### config.mk
export PLATFORM = sky130hd
export DESIGN_NAME = stopwatch_ctrl
export DESIGN_NICKNAME = d
export VERILOG_FILES = /design/src/rtl/stopwatch_ctrl.sv
export SDC_FILE = /design/constraint.sdc
export NUM_CORES = 1
export LEC_CHECK = 0
export BUFFER_PORTS_ARGS = -buffer_cell sky130_fd_sc_hd__buf_4
export CAP_MARGIN = 25
export CORE_MARGIN = 1
export CORE_UTILIZATION = 58
export CTS_BUF_LIST = sky130_fd_sc_hd__clkbuf_4 sky130_fd_sc_hd__clkbuf_8
export DETAILED_ROUTE_END_ITERATION = 7
export GPL_ROUTABILITY_DRIVEN = 0
export HOLD_SLACK_MARGIN = 0.05
export PLACE_DENSITY = 0.87
export SKIP_CTS_REPAIR_TIMING = 1
export SLEW_MARGIN = 10
export SYNTH_ARGS = -nofsm -noshare
export SYNTH_HDL_FRONTEND = slang
export SYNTH_SLANG_ARGS = --single-unit
### constraint.sdc
create_clock -name clk -period 1.9 [get_ports clk]
set_clock_uncertainty 0.1 [all_clocks]
set_input_delay 0.57 -clock clk [delete_from_list [all_inputs] [get_ports clk]]
set_output_delay 0.57 -clock clk [all_outputs]
set_load 0.01 [all_outputs]
### src/rtl/stopwatch_ctrl.sv
// Stopwatch control sequencer: debounces three raw buttons, classifies presses and
// runs the IDLE/RUN/PAUSE/LAP machine that strobes the time counter and display.
module stopwatch_ctrl #(
  parameter int CLK_FREQ    = 50_000_000,
  parameter int DEBOUNCE_MS = 20,
  parameter int LONG_MS     = 1000
) (
  input  logic       clk,
  input  logic       sys_rst_n,
  input  logic [2:0] button_in,
  output logic       cnt_en,
  output logic       cnt_clr,
  output logic       lap_latch,
  output logic       disp_freeze,
  output logic       disp_mode,
  output logic [1:0] state
);

  localparam int DB_CYC   = CLK_FREQ / 1000 * DEBOUNCE_MS;
  localparam int LONG_CYC = CLK_FREQ / 1000 * LONG_MS;
  localparam int DB_W     = (DB_CYC > 1) ? $clog2(DB_CYC) : 1;
  localparam int HOLD_W   = $clog2(LONG_CYC + 1);

  localparam logic [DB_W-1:0]   DB_LAST   = DB_W'(DB_CYC - 1);
  localparam logic [HOLD_W-1:0] HOLD_MAX  = HOLD_W'(LONG_CYC);
  localparam logic [HOLD_W-1:0] HOLD_LONG = HOLD_W'(LONG_CYC - 1);

  typedef enum logic [1:0] {
    IDLE  = 2'd0,
    RUN   = 2'd1,
    PAUSE = 2'd2,
    LAP   = 2'd3
  } state_t;

  // Hold count saturates at LONG_CYC; reaching the top doubles as "long already fired".
  function automatic logic [HOLD_W-1:0] sat_inc(input logic [HOLD_W-1:0] v);
    return (v == HOLD_MAX) ? v : v + 1'b1;
  endfunction

  logic [2:0]      sync_p0, sync_p1;
  logic            vld_p0, vld_p1;
  logic [DB_W-1:0] db_cnt [3];
  logic [2:0]      stable, stable_d, armed;
  logic [HOLD_W-1:0] hold_cnt;

  logic   p0, p1, btn2_fall, long_ev, short_ev;
  state_t state_q, state_nxt;
  logic   clr_nxt, lap_nxt, mode_nxt;

  // Stage p0/p1: two-flop synchronizer; vld marks when sync_p1 carries real input.
  always_ff @(posedge clk or negedge sys_rst_n) begin
    if (!sys_rst_n) begin
      sync_p0 <= '0;
      sync_p1 <= '0;
      vld_p0  <= 1'b0;
      vld_p1  <= 1'b0;
    end else begin
      sync_p0 <= button_in;
      sync_p1 <= sync_p0;
      vld_p0  <= 1'b1;
      vld_p1  <= vld_p0;
    end
  end

  // Debounce and arming: a bit only arms once it is seen genuinely released.
  always_ff @(posedge clk or negedge sys_rst_n) begin
    if (!sys_rst_n) begin
      for (int i = 0; i < 3; i++) db_cnt[i] <= '0;
      stable   <= '0;
      stable_d <= '0;
      armed    <= '0;
    end else begin
      for (int i = 0; i < 3; i++) begin
        if (sync_p1[i] == stable[i]) begin
          db_cnt[i] <= '0;
        end else if (db_cnt[i] == DB_LAST) begin
          db_cnt[i] <= '0;
          stable[i] <= sync_p1[i];
        end else begin
          db_cnt[i] <= db_cnt[i] + 1'b1;
        end
        armed[i] <= armed[i] | (vld_p1 & ~sync_p1[i] & ~stable[i]);
      end
      stable_d <= stable;
    end
  end

  assign p0        = armed[0] & stable[0] & ~stable_d[0];
  assign p1        = armed[1] & stable[1] & ~stable_d[1];
  assign btn2_fall = armed[2] & ~stable[2] & stable_d[2];
  assign long_ev   = armed[2] & stable[2] & (hold_cnt == HOLD_LONG);
  assign short_ev  = btn2_fall & (hold_cnt != HOLD_MAX);

  always_ff @(posedge clk or negedge sys_rst_n) begin
    if (!sys_rst_n) begin
      hold_cnt <= '0;
    end else if (armed[2] & stable[2]) begin
      hold_cnt <= sat_inc(hold_cnt);
    end else begin
      hold_cnt <= '0;
    end
  end

  always_comb begin
    state_nxt = state_q;
    clr_nxt   = 1'b0;
    lap_nxt   = 1'b0;
    mode_nxt  = disp_mode ^ short_ev;
    if (long_ev) begin
      state_nxt = IDLE;
      clr_nxt   = 1'b1;
    end else if (p0) begin
      case (state_q)
        IDLE:    state_nxt = RUN;
        RUN:     state_nxt = PAUSE;
        PAUSE:   state_nxt = RUN;
        LAP:     state_nxt = PAUSE;
        default: state_nxt = IDLE;
      endcase
    end else if (p1) begin
      case (state_q)
        RUN, LAP: begin
          state_nxt = LAP;
          lap_nxt   = 1'b1;
        end
        PAUSE: begin
          state_nxt = IDLE;
          clr_nxt   = 1'b1;
        end
        default: state_nxt = state_q;
      endcase
    end
  end

  // Stage out: state and Moore outputs registered together from the next state.
  always_ff @(posedge clk or negedge sys_rst_n) begin
    if (!sys_rst_n) begin
      state_q     <= IDLE;
      cnt_en      <= 1'b0;
      cnt_clr     <= 1'b0;
      lap_latch   <= 1'b0;
      disp_freeze <= 1'b0;
      disp_mode   <= 1'b0;
    end else begin
      state_q     <= state_nxt;
      cnt_en      <= (state_nxt == RUN) || (state_nxt == LAP);
      cnt_clr     <= clr_nxt;
      lap_latch   <= lap_nxt;
      disp_freeze <= (state_nxt == LAP);
      disp_mode   <= mode_nxt;
    end
  end

  assign state = state_q;

endmodule
==> results.py, run 1 <==
metrics = {
    "clocking": {
        "cts_inserted_buffers": 9,
        "cts.sinks": 109,
        "clockBufferDepth": 2,
        "clkLatencyLatePin_ns": 0.37,
        "ctsRootBufferMaster": "clkbuf_8",
        "clk_pin_slew_ns": 0.10,
        "cts_tree": "built",
        "htreeDepth": 3,
    },
    "timing": {
        "period_minus_slack_ns": 1.95,
        "hold_viol": 0,
        "finalSetupTns_ns": -0.170,
        "fin_ws_ns": -0.0533,
        "rsz0062_at_grt": "yes",
        "setup-violations-final": 4,
        "finalCritPeriodShare_pct": 103,
        "finalMaxSlewViolations": 0,
        "fmax_mhz": 512,
        "holdWs_ns": 0.196,
    },
    "synthesis": {
        "synth_cell_types": 44,
        "synth_nets": 505,
        "syn_area_um2": 5030,
        "postSynthAreaPerCell_um2": 10.2,
        "synthFlopType": "dfrtp_1",
        "yosys-top-cells-area": "dfrtp_1 54%, nor2_1 7.3%, xnor2_1 7.3%, xor2_1 5.6%, nand2_1 2.8%",
        "synth_edf_count": 0,
        "yosysWarnings": 0,
        "synth_seq_area_share_pct": 54.2,
        "postSynthCellCount": 495,
        "yosysTopAreaCell": "dfrtp_1",
        "synthArstFlopShare_pct": 100,
        "ys_seq_elements": 109,
        "synth_top_area_share_pct": 54.2,
    },
    "global_route": {
        "first_global_vias": 3749,
        "grt_antenna_before_repair": 0,
        "grt_pass1_wl_mm": 16.8,
        "grt_start_max_net_pins": 49,
        "overflow": 0,
        "grt_use_total_pct": 24.3,
    },
    "power_and_ir_drop": {
        "p_seq_share_pct": 61.3,
        "internal-power_mw": 2.93,
        "clkPwrFrac_pct": 35.0,
        "ir_worst_vdd_v": 0.000436,
        "p_sw_mw": 0.922,
        "combinationalPowerShare_pct": 3.7,
        "p_leak_nw": 2.45,
        "powerDensity_nw_per_um2": 668,
        "fin_total_pwr_mw": 3.86,
        "switching_share_pct": 23.9,
    },
    "run_status": {
        "status": "finished with violations",
        "violations": "negative setup slack",
    },
    "finish": {
        "finalCoreUtilization_pct": 69.5,
        "multi_input_area_um2": 2300,
        "diodes": 0,
        "design_area_um2": 5770,
        "fillerInstances": 585,
        "fin_cells": 648,
        "syn2layout_area_growth_pct": 14.7,
        "finalNetCount": 548,
        "regArea_um2": 2730,
        "drive_gt1_share_pct": 16.8,
    },
    "critical_path": {
        "reg2reg_slack_ns": -0.05,
        "crit_start": "hold_cnt[0]",
        "regToRegEndpoint": "hold_cnt[14]",
        "endpoint_kind": "register",
        "r2r_cells": 5,
        "cp.arrival_ns": 2.15,
        "cp_max_fo": 4,
        "required_ns": 2.10,
        "critical_path_class": "reg2reg",
        "rr_startpoint": "hold_cnt[0]",
        "start_kind": "register",
    },
    "floorplan": {
        "start_util_pct": 60.6,
        "die_w_um": 95.1,
        "dieArea_um2": 9050,
        "rows": 33,
        "ios": 12,
        "die_height_um": 95.1,
        "core-area_um2": 8300,
    },
    "route": {
        "met1_length_mm": 4.12,
        "highest_layer": "met4",
        "first_pass_iters": 5,
        "wl_met3_um": 337,
        "met2_wirelength_mm": 5.35,
        "antenna_left": 0,
        "wl_mm": 9.99,
        "vias_per_cell": 5.73,
        "initialDrtViolationCount": 160,
        "vias": 3712,
        "wl_per_cell_um": 15.4,
        "drc": 0,
    },
    "place": {
        "postPlaceCellArea_um2": 5460,
        "pre_cts_slack_ns": -0.00834,
        "dp.cells": 624,
        "io_buffers": 11,
        "dp_hpwl_mm": 6.63,
    },
    "worst_hold_path": {
        "min_delay_worst_endpoint": "sync_p0[2]",
        "hold_path_class": "in2reg",
        "whs_path_depth": 1,
        "hold_start": "button_in[2]",
    },
    "run": {
        "maxCapViolations": 0,
    },
}
-- cell families (layout without fill, tap and decap cells) --
kind of cell	after synthesis	in the layout	synth area share (%)
other	1	1	0.0745
muxes	4	4	0.870
buffers and inverters	20	68	1.72
and+or+nand+nor	262	262	26.7
adders and majority gates	5	5	1.24
AOI/OAI and AO/OA	20	20	2.36
xor gates and xnor gates	74	74	12.9
DFF	109	109	54.2
-- state kept, by name (all words and copies together) (netlist names) --
signal and count:
hold_cnt 26, armed 3, disp_mode 1, disp_freeze 1
stable 3, cnt_clr 1, cnt_en 1, stable_d 3
db_cnt 60, sync_p0 3, lap_latch 1, vld_p0 1
vld_p1 1, state 1, sync_p1 3
-- worst max-delay path, cell delays in order (launching register included) --
cell,delay [ns]
dfrtp_1,0.42
ha_1,0.20
nand2_1,0.11
or4_4,0.58
or3_1,0.33
a21oi_1,0.16
-- synthesized netlist by cell type, drive strengths merged (4+ instances only) --
cell / count
nor3: 16
nor4b: 5
nor2: 98
and3: 14
a21oi: 9
inv: 9
dfrtp: 109
or3: 5
nand3: 27
buf: 6
o21ai: 4
xor2: 32
xnor2: 42
nor4: 10
clkbuf: 5
nand2: 38
and4: 12
nand4: 20
ha: 5
or2: 5
-- layout by cell type (no fill, tap or decap), types with 4 or more instances in the layout --
master    instances
nand2_1          38
o21ai_0           4
nor2_1           95
and4_1           12
or3_1             5
xor2_1           32
buf_12            5
nor4_1            6
a21oi_1           8
dfrtp_1         108
and3_4            4
buf_4            37
clkbuf_8         10
nor3_1           14
xnor2_1          42
nand3_1          26
inv_1             8
nand4_1          19
and3_1            9
-- how the worst max path moves through the flow --
stage / cells after the start / endpoint
floorplan: 8 / db_cnt[12]
global placement: 6 / hold_cnt[24]
CTS: 8 / hold_cnt[18]
global route: 6 / hold_cnt[24]
detailed placement: 8 / hold_cnt[18]
finish: 5 / hold_cnt[14]
-- power by group through the flow --
stage	registers, mW	logic, mW	clock network [mW]
after floorplan	2.40	0.0502	0
after CTS	2.36	0.133	1.39
final	2.36	0.143	1.35
after detailed placement	2.41	0.132	0
after global routing	2.37	0.165	1.49
after global placement	2.41	0.127	0
-- area by class of cell --
cell class              count  area share (%)
multi-input cells         366            39.8
inverters                   9           0.585
flip-flops and latches    109            47.3
repair buffers             43            6.72
well taps                 105            2.28
clock inverters             6           0.954
clock buffers              10            2.38
-- layer usage --
metal,vias to the layer above,GRT usage (%)
met5,-,0
met4,0,8.21
met3,19,4.94
met2,77,42.7
met1,1837,29.6
li1,1779,-
No activity file was read; power rests on OpenSTA's default activity.
==> run 2, diff against run 1 <==
CORE_ASPECT_RATIO = 1.1   (was default)
GPL_TIMING_DRIVEN = 0   (was default)
==> run 2 against run 1 <==
The run still ends with negative setup slack left; count of clock-buffer cells in the layout did not move; critical path depth rose by 1; design area rose by 6.4%; hold slack got worse by 0.014 ns; sequential power barely moved; core utilization rose by 3.5 points; largest cell class unchanged.
==> results.py, run 2 (synthesized netlist as in run 1, its figures left out) <==
metrics = {
    "run_status": {
        "status": "finished with violations",
        "violations": "negative setup slack",
    },
    "power_and_ir_drop": {
        "p_sw_mw": 0.952,
        "internal-power_mw": 2.92,
        "fin_total_pwr_mw": 3.88,
        "clkPwrFrac_pct": 34.2,
        "switching_share_pct": 24.6,
        "p_seq_share_pct": 60.9,
        "combinationalPowerShare_pct": 4.8,
        "powerDensity_nw_per_um2": 631,
        "p_leak_nw": 2.55,
        "ir_worst_vdd_v": 0.000478,
    },
    "route": {
        "vias": 3759,
        "wl_mm": 10.5,
        "drc": 0,
        "vias_per_cell": 5.70,
        "first_pass_iters": 4,
        "wl_per_cell_um": 16.0,
        "initialDrtViolationCount": 199,
        "antenna_left": 0,
    },
    "critical_path": {
        "crit_start": "hold_cnt[16]",
        "slowest_delay_ns": 0.47,
        "rr_startpoint": "hold_cnt[16]",
        "cp.arrival_ns": 2.13,
        "path_cells": "nor4b_2, nand4_1, nor3_4, buf_12, mux2i_1, nor2_1",
        "crit_path_end": "hold_cnt[1]",
        "reg2reg_slack_ns": -0.06,
        "critical_path.top_delay_family": "simple AND/OR/NAND/NOR gates",
        "cpMaxStageDelayCell": "dfrtp_1",
        "critical_path_class": "reg2reg",
        "required_ns": 2.06,
        "cp_max_fo": 7,
        "cp_num_buf_inv": 1,
        "endpoint_kind": "register",
        "r2r_cells": 6,
        "start_kind": "register",
        "regToRegEndpoint": "hold_cnt[1]",
        "cp.depth": 6,
    },
    "run": {
        "maxCapViolations": 0,
    },
    "clocking": {
        "cts_inserted_buffers": 9,
        "cts_tree": "built",
        "cts.sinks": 109,
        "ctsRootBufferMaster": "clkbuf_8",
        "htreeDepth": 3,
        "clkLatencyLatePin_ns": 0.39,
        "clockBufferDepth": 2,
        "clk_pin_slew_ns": 0.11,
    },
    "finish": {
        "fillerInstances": 548,
        "finalNetCount": 553,
        "top_register": "db_cnt",
        "diodes": 0,
        "regArea_um2": 2740,
        "final_cell_mix": "102 x dfrtp_1, 74 x nor2_1, 41 x xnor2_1",
        "drive_gt1_share_pct": 25.9,
        "multi_input_area_um2": 2580,
        "top_regs": "db_cnt: 60 flops, hold_cnt: 26 flops",
        "largest_reg_flops": 60,
        "fin_cells": 659,
        "final_common_cell": "dfrtp_1",
        "syn2layout_area_growth_pct": 22.0,
    },
    "global_route": {
        "first_global_vias": 3531,
        "overflow": 0,
        "grt_antenna_before_repair": 0,
        "grt_start_max_net_pins": 110,
        "grt_use_total_pct": 22.1,
        "grt_pass1_wl_mm": 15.9,
    },
    "place": {
        "pre_cts_slack_ns": -0.239,
        "io_buffers": 11,
        "dp_hpwl_mm": 6.30,
        "dp.cells": 617,
    },
    "floorplan": {
        "core-area_um2": 8410,
        "start_util_pct": 59.9,
        "rows": 35,
        "die_w_um": 90.8,
        "die_height_um": 99.7,
        "ios": 12,
        "dieArea_um2": 9050,
    },
    "timing": {
        "holdWs_ns": 0.182,
        "hold_viol": 0,
        "fin_ws_ns": -0.0619,
        "rsz0062_at_grt": "yes",
        "setup-violations-final": 9,
        "finalMaxSlewViolations": 0,
        "period_minus_slack_ns": 1.96,
        "fmax_mhz": 510,
        "finalCritPeriodShare_pct": 103,
    },
    "worst_hold_path": {
        "hold_path_class": "in2reg",
    },
}
[run 2: cell types whose count changed in the layout (fill, tap and decap cells not counted), moves of 5 or more]
cell and change:
buf_4 -9, buf_6 +5, dfrtp_1 -6, dfrtp_2 +6, nor2_1 -21, nor2_4 +17
[run 2: per-layer routing]
layer	vias to the layer above	track usage, %	share of wire, %
met3	16	4.28	3.4
met1	1900	27.8	42
met2	58	37.6	53
li1	1785	-	-
met5	-	0	0
met4	0	9.16	1.5
[run 2: per-stage QoR]
step           setup TNS (ns)  utilization (%)  instance area, um^2
6_report               -0.323             73.0                 6140
5_1_grt                 -2.90             73.0                 6140
4_1_cts                -10.11             65.1                 5470
3_5_place_dp            -8.30             62.9                 5290
3_3_place_gp            -4.73             62.9                 5290
2_1_floorplan               0                -                 5070
[run 2: power groups by stage]
stage	sequential, mW	combinational [mW]	clock [mW]
finish	2.36	0.188	1.33
global route	2.37	0.209	1.44
detailed placement	2.41	0.114	0
global placement	2.41	0.110	0
floorplan	2.40	0.0502	0
CTS	2.36	0.114	1.33
[run 2: worst min path at each step]
stage | from | to | slack [ns] | cells after the start
floorplan | sys_rst_n | armed[0] | 0.17 | 0
global placement | vld_p0 | vld_p1 | 0.23 | 0
detailed placement | sync_p0[1] | sync_p1[1] | 0.23 | 0
CTS | button_in[2] | sync_p0[2] | 0.18 | 1
global route | button_in[2] | sync_p0[2] | 0.17 | 1
finish | button_in[2] | sync_p0[2] | 0.18 | 1
[run 2: cell type report]
cell class,count,share of cell area [%]
Tap cell,111,2.26
Timing Repair Buffer,38,6.17
Multi-Input combinational cell,366,42.1
Inverter,9,0.550
Clock buffer,10,2.14
Buffer,10,1.47
Sequential cell,109,44.6
Clock inverter,6,0.774
==> run 3, diff against run 2 <==
BUFFER_PORTS_ARGS = -buffer_cell sky130_fd_sc_hd__buf_2   (was -buffer_cell sky130_fd_sc_hd__buf_4)
==> run 3 against run 2 <==
The run still ends with negative setup slack left; register-to-register slack lost 0.05 ns; count of clock-buffer cells in the layout grew 1; wire length shrank 2.8%; non-clock buffer count shrank 4; worst setup slack lost 0.048 ns; critical path type unchanged; die area is the same; largest power group unchanged; global-route usage is essentially flat; critical path depth grew 2; first-iteration DRC count grew 2.0%; via count grew 0.61%.
==> results.py, run 3 (synthesized netlist as in run 1, its figures left out) <==
metrics = {
    "run_status": {
        "status": "finished with violations",
        "violations": "negative setup slack",
    },
    "critical_path": {
        "rr_startpoint": "hold_cnt[0]",
        "r2r_cells": 8,
        "cp.arrival_ns": 2.21,
        "critical_path.top_delay_family": "simple AND/OR/NAND/NOR gates",
        "endpoint_kind": "register",
        "cp_num_buf_inv": 2,
        "reg2reg_slack_ns": -0.11,
        "cpMaxStageDelayCell": "or4_4",
        "critical_path_class": "reg2reg",
        "path_cells": "inv_2, ha_1, nor4b_2, nand3_1, nor3_4, buf_12, or4_4, a21oi_2",
        "cp_max_fo": 9,
        "required_ns": 2.10,
        "regToRegEndpoint": "hold_cnt[18]",
        "slowest_delay_ns": 0.51,
        "start_kind": "register",
    },
    "timing": {
        "fin_ws_ns": -0.110,
        "worst_slew_pin_slew_ns": 0.529,
        "holdWs_ns": 0.0512,
        "fmax_mhz": 498,
        "setup-violations-final": 12,
        "hold_viol": 0,
        "max_slew_margin_pct": 64.7,
        "rsz0062_at_grt": "yes",
        "finalSetupTns_ns": -0.255,
        "finalCritPeriodShare_pct": 106,
        "finalMaxSlewViolations": 0,
        "period_minus_slack_ns": 2.01,
    },
    "finish": {
        "top_register": "db_cnt",
        "final_common_cell": "dfrtp_1",
        "drive_gt1_share_pct": 23.1,
        "largest_reg_flops": 60,
        "final_cell_mix": "103 x dfrtp_1, 75 x nor2_1, 42 x xnor2_1",
        "finalNetCount": 549,
        "diodes": 0,
        "syn2layout_area_growth_pct": 18.9,
        "design_area_um2": 5980,
        "fin_cells": 652,
        "top_regs": "db_cnt: 60 flops, hold_cnt: 26 flops",
        "finalCoreUtilization_pct": 71.2,
    },
    "power_and_ir_drop": {
        "fin_total_pwr_mw": 3.79,
        "internal-power_mw": 2.92,
        "combinationalPowerShare_pct": 4.6,
        "clkPwrFrac_pct": 33.0,
        "p_seq_share_pct": 62.4,
        "p_sw_mw": 0.870,
        "switching_share_pct": 23.0,
        "p_leak_nw": 2.50,
        "powerDensity_nw_per_um2": 633,
        "ir_worst_vdd_v": 0.000578,
    },
    "route": {
        "vias_per_cell": 5.80,
        "met2_wirelength_mm": 5.36,
        "met1_length_mm": 4.43,
        "antenna_left": 0,
        "wl_per_cell_um": 15.7,
        "drc": 0,
        "initialDrtViolationCount": 203,
        "first_pass_iters": 4,
        "wl_mm": 10.3,
        "vias": 3782,
        "highest_layer": "met4",
        "wl_met3_um": 343,
    },
    "clocking": {
        "cts_tree": "built",
        "clkLatencyLatePin_ns": 0.38,
        "ctsRootBufferMaster": "clkbuf_8",
        "cts_inserted_buffers": 9,
        "clk_pin_slew_ns": 0.10,
        "clockBufferDepth": 2,
        "cts.sinks": 109,
        "htreeDepth": 3,
    },
    "global_route": {
        "grt_antenna_before_repair": 0,
        "grt_start_max_net_pins": 57,
        "grt_use_total_pct": 22.1,
        "overflow": 0,
        "first_global_vias": 3600,
        "grt_pass1_wl_mm": 16.0,
    },
    "place": {
        "dp.cells": 618,
        "pre_cts_slack_ns": -0.258,
        "dp_hpwl_mm": 6.41,
        "io_buffers": 11,
        "postPlaceCellArea_um2": 5300,
    },
    "floorplan": {
        "die_w_um": 90.8,
        "ios": 12,
        "rows": 35,
        "die_height_um": 99.7,
        "start_util_pct": 59.9,
        "dieArea_um2": 9050,
        "core-area_um2": 8410,
    },
    "worst_hold_path": {
        "hold_path_class": "in2async",
    },
    "run": {
        "maxCapViolations": 0,
    },
}
run 3: cell count changes in the layout (fill, tap and decap cells not counted), sizes merged:
cell	before	now
inv	11	9
clkinvlp	3	1
buf	41	38
clkbuf	16	17
dlygate4sd3	1	0
run 3: how the worst max path moves through the flow:
| stage | start | to | cells past startpoint |
|---|---|---|---|
| 2_1_floorplan | db_cnt[0] | db_cnt[12] | 8 |
| 3_3_place_gp | sys_rst_n | db_cnt[21] | 1 |
| 3_5_place_dp | hold_cnt[0] | disp_mode | 7 |
| 4_1_cts | db_cnt[40] | db_cnt[58] | 6 |
| 5_1_grt | hold_cnt[0] | hold_cnt[18] | 8 |
| 6_report | hold_cnt[0] | hold_cnt[18] | 8 |
run 3: metal layers:
metal	vias to the layer above	track usage [%]
met5	-	0
met4	0	8.42
met3	12	5.12
met2	80	38.2
met1	1914	27.2
li1	1776	-
run 3: layout make-up:
class / count / area [um^2]
well taps: 111 / 139
inverters: 9 / 33.8
plain buffers: 11 / 95.1
flip-flops and latches: 109 / 2740
clock inverters: 2 / 12.5
multi-input cells: 366 / 2530
clock buffers: 11 / 145
fillers: 569 / 2420
repair buffers: 33 / 289
run 3: power by group through the flow:
stage | clock [mW] | combinational, mW | sequential, mW
global route | 1.35 | 0.198 | 2.36
floorplan | 0 | 0.0502 | 2.40
CTS | 1.26 | 0.120 | 2.36
global placement | 0 | 0.108 | 2.41
detailed placement | 0 | 0.120 | 2.41
finish | 1.25 | 0.176 | 2.36
